===== config.mk =====
export PLATFORM = sky130hd
export DESIGN_NAME = cmp_flag_unit
export DESIGN_NICKNAME = d
export VERILOG_FILES = /design/src/rtl/cmp_flag_unit.sv
export SDC_FILE = /design/constraint.sdc
export NUM_CORES = 1
export LEC_CHECK = 0
export ABC_CLOCK_PERIOD_IN_PS = 5510
export CORE_UTILIZATION = 37
export DETAILED_ROUTE_END_ITERATION = 10
export GPL_TIMING_DRIVEN = 0
export PLACE_DENSITY = 0.74
export REMOVE_ABC_BUFFERS = 1
export SLEW_MARGIN = 25
export SYNTH_ARGS = -nofsm -noshare
export SYNTH_HDL_FRONTEND = slang
export SYNTH_SLANG_ARGS = --single-unit

===== constraint.sdc =====
create_clock -name clk -period 5.51 [get_ports clk]
set_clock_uncertainty 0.2 [all_clocks]
set_input_delay 1.653 -clock clk [delete_from_list [all_inputs] [get_ports clk]]
set_output_delay 1.653 -clock clk [all_outputs]
set_load 0.05 [all_outputs]

===== src/rtl/cmp_flag_unit.sv =====
// Multi-cycle magnitude comparator: walks operands MSB-first one chunk per cycle,
// stops at the first differing chunk, and reports one-hot lt/eq/gt with a done pulse.
module cmp_flag_unit #(
    parameter int WIDTH = 32,
    parameter int CHUNK = 8
) (
    input  logic             clk,
    input  logic             reset_n,
    input  logic             start,
    input  logic [WIDTH-1:0] a,
    input  logic [WIDTH-1:0] b,
    input  logic             is_signed,
    input  logic             rtype_in,
    output logic             busy,
    output logic             done,
    output logic             rtype,
    output logic             lt,
    output logic             eq,
    output logic             gt
);

    localparam int NCHUNK = WIDTH / CHUNK;
    localparam int IDXW   = (NCHUNK > 1) ? $clog2(NCHUNK) : 1;

    typedef enum logic [1:0] {
        S_IDLE,
        S_COMPARE,
        S_DONE
    } state_t;

    state_t           state, state_nx;
    logic [IDXW-1:0]  idx, idx_nx;
    logic [WIDTH-1:0] a_q, a_nx;
    logic [WIDTH-1:0] b_q, b_nx;
    logic             rtype_nx, lt_nx, eq_nx, gt_nx;
    logic [WIDTH-1:0] sign_flip;
    logic [CHUNK-1:0] a_top, b_top;
    logic             accept;

    // Flipping the sign bit once at capture makes a signed compare an unsigned one,
    // so every chunk (including the top one) is compared the same way.
    assign sign_flip = {is_signed, {(WIDTH-1){1'b0}}};

    // Operands are shifted left after each equal chunk, so the chunk under test
    // always sits in the top CHUNK bits.
    assign a_top  = a_q[WIDTH-1 -: CHUNK];
    assign b_top  = b_q[WIDTH-1 -: CHUNK];
    assign accept = start && (state != S_COMPARE);

    assign busy = (state == S_COMPARE);
    assign done = (state == S_DONE);

    always_comb begin
        // NOTE: every signal driven here gets a default first, so no path can infer a latch.
        state_nx = state;
        idx_nx   = idx;
        a_nx     = a_q;
        b_nx     = b_q;
        rtype_nx = rtype;
        lt_nx    = lt;
        eq_nx    = eq;
        gt_nx    = gt;

        case (state)
            S_IDLE: ;
            S_COMPARE: begin
                if (a_top != b_top) begin
                    gt_nx    = (a_top > b_top);
                    lt_nx    = (a_top < b_top);
                    state_nx = S_DONE;
                end else if (idx != '0) begin
                    idx_nx = idx - IDXW'(1);
                    a_nx   = a_q << CHUNK;
                    b_nx   = b_q << CHUNK;
                end else begin
                    eq_nx    = 1'b1;
                    state_nx = S_DONE;
                end
            end
            S_DONE:  state_nx = S_IDLE;
            default: state_nx = S_IDLE;
        endcase

        // Accept overrides the DONE->IDLE step, giving back-to-back operation.
        if (accept) begin
            a_nx     = a ^ sign_flip;
            b_nx     = b ^ sign_flip;
            rtype_nx = rtype_in;
            lt_nx    = 1'b0;
            eq_nx    = 1'b0;
            gt_nx    = 1'b0;
            idx_nx   = IDXW'(NCHUNK - 1);
            state_nx = S_COMPARE;
        end
    end

    // NOTE: sequential state uses non-blocking assignments so all registers update together.
    always_ff @(posedge clk or negedge reset_n) begin
        if (!reset_n) begin
            state <= S_IDLE;
            idx   <= IDXW'(NCHUNK - 1);
            a_q   <= '0;
            b_q   <= '0;
            rtype <= 1'b0;
            lt    <= 1'b0;
            eq    <= 1'b0;
            gt    <= 1'b0;
        end else begin
            state <= state_nx;
            idx   <= idx_nx;
            a_q   <= a_nx;
            b_q   <= b_nx;
            rtype <= rtype_nx;
            lt    <= lt_nx;
            eq    <= eq_nx;
            gt    <= gt_nx;
        end
    end

endmodule


Word-level counts from Yosys, hierarchy flattened
Cells that the tools add are included.

Add/sub/neg operators: 1. Order comparisons: 2. Equality and inequality tests: 8. Muxes and demuxes: 26. Bitwise gates (word level): 2. Reductions and logical operators: 10.

Operator list (count): $mux W32 (8); $xor A32 B32 Y32 (2); $mux W2 (7); $mux W1 (10); $gt A8 B8 Y1 (1); $lt A8 B8 Y1 (1); $ne A8 B8 Y1 (1); $reduce_bool A2 Y1 (4); $ne A2 B2 Y1 const B (3); $reduce_and A3 Y1 (2); $ne A4 B4 Y1 const B (1); $pmux W2 S2 (1); $reduce_and A2 Y1 (2); $eq A2 B1 Y1 const B (1); $eq A2 B2 Y1 const B (1); $logic_not A2 Y1 (1); $ne A2 B1 Y1 const B (1); $sub A2 B1 Y2 const B (1); $logic_and A1 B1 Y1 (1).

Register bits: 72. Output and inout port bits: 6. Logic and storage cells: 57.

Depth between registers and ports, before layout
Depth after elaboration: 5. Mapped depth: 8. Gate-level depth less buffers: 6.

Least setup slack after synthesis
Ideal clock, no wire load.

Path type: register -> output. Start point: reg state[0]. End point: out done. Arrival time: 1067 ps. Path slack: 2590 ps. Cell stages (with the launch flop): 2. Path buffers: 0. Path through: dfrtp_1 -> nor2b_1.

Word-level cells in the longest chain between the ends: 1.

RTL lines: from (decl) (line 31) `state_t state, state_nx;`; from (signal assigned) (line 109) `state <= state_nx;`; $eq A2 B2 Y1 (line 51) `assign done = (state == S_DONE);`; to (decl) (line 15) `output logic done,`.

No other way between the ends.

Worst setup path in the final report
Start point: reg state[1]. End point: out busy.

Word-level cells in the longest chain between the ends: 1.

RTL lines: $eq A2 B1 Y1 (line 50) `assign busy = (state == S_COMPARE);`; to (decl) (line 14) `output logic busy,`.

No other way between the ends.

==> results_dict.tcl <==
set metrics [dict create \
    status "completed" \
    nets 500 \
    place_area_um2 4120 \
    synth_compound_area_frac 0.120 \
    p_leak_nw 2.02 \
    fin_hold_ws_ps 275 \
    track_usage 0.168 \
    gp_congestion 0.731 \
    grt_pass1_vias 2577 \
    port_buffers 74 \
    crit_type "reg -> out" \
    fin_setup_tns_ps 0 \
    endpoint_kind "primary output" \
    die_w_um 96.2 \
    drt_iter0_drc 170 \
    power.density_nw_per_um2 320 \
    synth_cell_types 32 \
    multi_input_area_um2 1340 \
    max_stage_delay_ps 820 \
    seq_area_um2 1800 \
    drc 0 \
    syn_to_final_growth_pct 31.0 \
    avgSynthCellArea_um2 9.27 \
    cp_data_arrival_time_ps 2040 \
    firstDrtPassIters 4 \
    fmax_mhz 257 \
    start_util 0.380 \
    grt_max_degree 64 \
    fill_cells 846 \
    num_rows 34 \
    synth-simple-area-share 0.240 \
    fin_util 0.498 \
    ys_ff_latch 72 \
    cts.path.max_buffers 2 \
    dieArea_um2 9250 \
    fin_crit_ps 3900 \
    synthAdderAreaFrac 0.0343 \
    cts-resized-gates 0 \
    syn_inst 354 \
    rsz0062_at_grt "no" \
    ctsHoldBuffers 0 \
    wirelength_mm 7.19 \
    clk_latency_ps 330 \
    synthMuxAreaShare 0 \
    cts_root_buf "clkbuf_8" \
    hpwlAfterDp_mm 4.72 \
    cts_buffers 9 \
    start_kind "flop" \
    yosysSeqAreaShare 0.550 \
    postLayoutCellArea_um2 4300 \
    synth_top_family_by_area "simple AND/OR/NAND/NOR gates" \
    postCtsSetupBuffers 0 \
    grt_pass1_wl_mm 11.9 \
    crit_fanout 7 \
    antenna_found_initial 0 \
    slew_headroom 0.405 \
    via_per_inst 5.15 \
    core_region_area_um2 8640 \
    setup_violations 0 \
    worst_slew_pin_slew_ps 893 \
    diodes 0 \
    hold_violations 0 \
    cts.sinks 72 \
    grt-ovfl-total 0 \
    syn_area_um2 3280 \
    cpMaxStageDelayCell "clkdlybuf4s50_1" \
    path_clk_slew_ps 80 \
    layout-drive-gt1-share 0.0681 \
    yosys.area_share.xor_xnor 0.00800 \
    cp_top_family "buffers and inverters" \
    die_y_um 96.2 \
    cts_max_level 3 \
    hp-class "reg -> reg" \
    via_count 2750 \
    ioPinCount 75 \
    ir_drop_mv 0.119 \
    cts_tree "built" \
    rrSetupSlack_ps 2740 \
    yosysWarnings 0 \
    slew_violations 0 \
    detail-route-antenna-nets 0 \
    wl_per_cell_um 13.5 \
    crit_required_ps 3660 \
    cp_num_buf_inv 2 \
    post-route-period-util 0.707 \
    maxCapViolCount 0 \
    path_cells "nand2b_1, inv_1, clkdlybuf4s50_1" \
]
==> sequential cells by signal (all words and copies together), names as in the netlist <==
| name | count |
|---|---|
| state | 2 |
| rtype | 1 |
| a_q | 32 |
| eq | 1 |
| idx | 2 |
| b_q | 32 |
| lt | 1 |
| gt | 1 |
==> cell usage after synthesis <==
master,count,area (um^2)
nor2_1,6,22.5
nand3_1,45,225
a31oi_1,2,12.5
inv_2,1,3.75
o211a_1,1,10.0
a22oi_1,32,240
nand2b_1,2,12.5
nand2_1,117,439
buf_2,14,70.1
a21oi_1,2,10.0
a32oi_2,1,16.3
a32o_1,1,10.0
nor2b_1,2,12.5
dfrtp_1,70,1750
nor3_1,2,10.0
dfstp_2,2,52.6
a221o_1,1,10.0
nor3b_1,1,7.51
a41oi_1,1,8.76
xnor2_1,2,17.5
inv_1,11,41.3
nand4_1,2,12.5
nor4_4,1,21.3
o211ai_1,1,7.51
ha_1,9,113
clkbuf_1,6,22.5
buf_6,2,22.5
and4_1,2,17.5
a21o_1,1,7.51
o21ai_0,12,60.1
and2_1,1,6.26
xor2_1,1,8.76
==> per-stage QoR <==
step / worst slack, ps / std cells / power, mW
finish: 1610 / 534 / 1.38
global route: 1510 / 534 / 1.47
CTS: 1610 / 534 / 1.40
global placement: 123 / 514 / 0.975
detailed placement: 1800 / 519 / 0.992
floorplan: 2130 / 332 / 0.854
==> layer usage <==
layer,global-route usage,up-vias,part of all wire
met1,0.225,1315,0.46
met2,0.270,83,0.47
met5,0,-,0
met4,0.0585,0,0.0093
met3,0.0355,9,0.060
li1,-,1343,-
==> area by class of cell <==
type	count	area share
Timing Repair Buffer	79	0.184
Sequential cell	72	0.419
Clock buffer	9	0.0288
Clock inverter	6	0.0143
Multi-Input combinational cell	248	0.312
Tap cell	108	0.0314
Inverter	12	0.0105
==> report_power, final <==
| part | total, mW | switching (mW) | internal (mW) |
|---|---|---|---|
| clock network | 0.399 | 0.194 | 0.205 |
| registers | 0.662 | 0.0443 | 0.618 |
| logic | 0.317 | 0.179 | 0.138 |
| total | 1.38 | 0.417 | 0.962 |
==> worst paths after layout <==
kind,start,to,cells past startpoint
worst min-delay path,b_q[20],b_q[20],2
min in group asynchronous,reset_n,a_q[0],1
worst min register to register,b_q[20],b_q[20],2
worst max register to register,idx[0],a_q[9],6
max in group asynchronous,reset_n,b_q[12],2
worst max-delay path,state[1],busy,3
==> cells in the final DEF (no fill, tap or decap), drive strengths merged <==
cell type	instances
and2	1
o211ai	1
nor3	2
nor3b	1
o211a	1
clkdlybuf4s50	73
o21ai	12
dfrtp	70
nand4	2
a31oi	2
buf	6
a41oi	1
a32o	1
inv	12
clkbuf	9
bufinv	1
nor2b	2
nand3	45
clkinv	4
a32oi	1
xor2	1
nand2b	2
a21o	1
a22oi	32
a21oi	2
ha	9
clkinvlp	1
xnor2	2
nor4	1
nand2	117
and4	2
dfstp	2
a221o	1
nor2	6
==> cell families after synthesis <==
group / count (synthesis)
compound gates: 55
fa+ha+maj: 9
flops: 72
buf+inv: 34
simple gates: 181
xor+xnor: 3
==> worst reg2reg max path: cells and delay by family, from the launching register on <==
kind	cells	cell delay, ps
adder cells (fa/ha/maj)	1	260
flip-flops	1	540
AND/OR/NAND/NOR	4	1630
buffers and inverters	1	40
No activity file was read; power rests on OpenSTA's default activity.
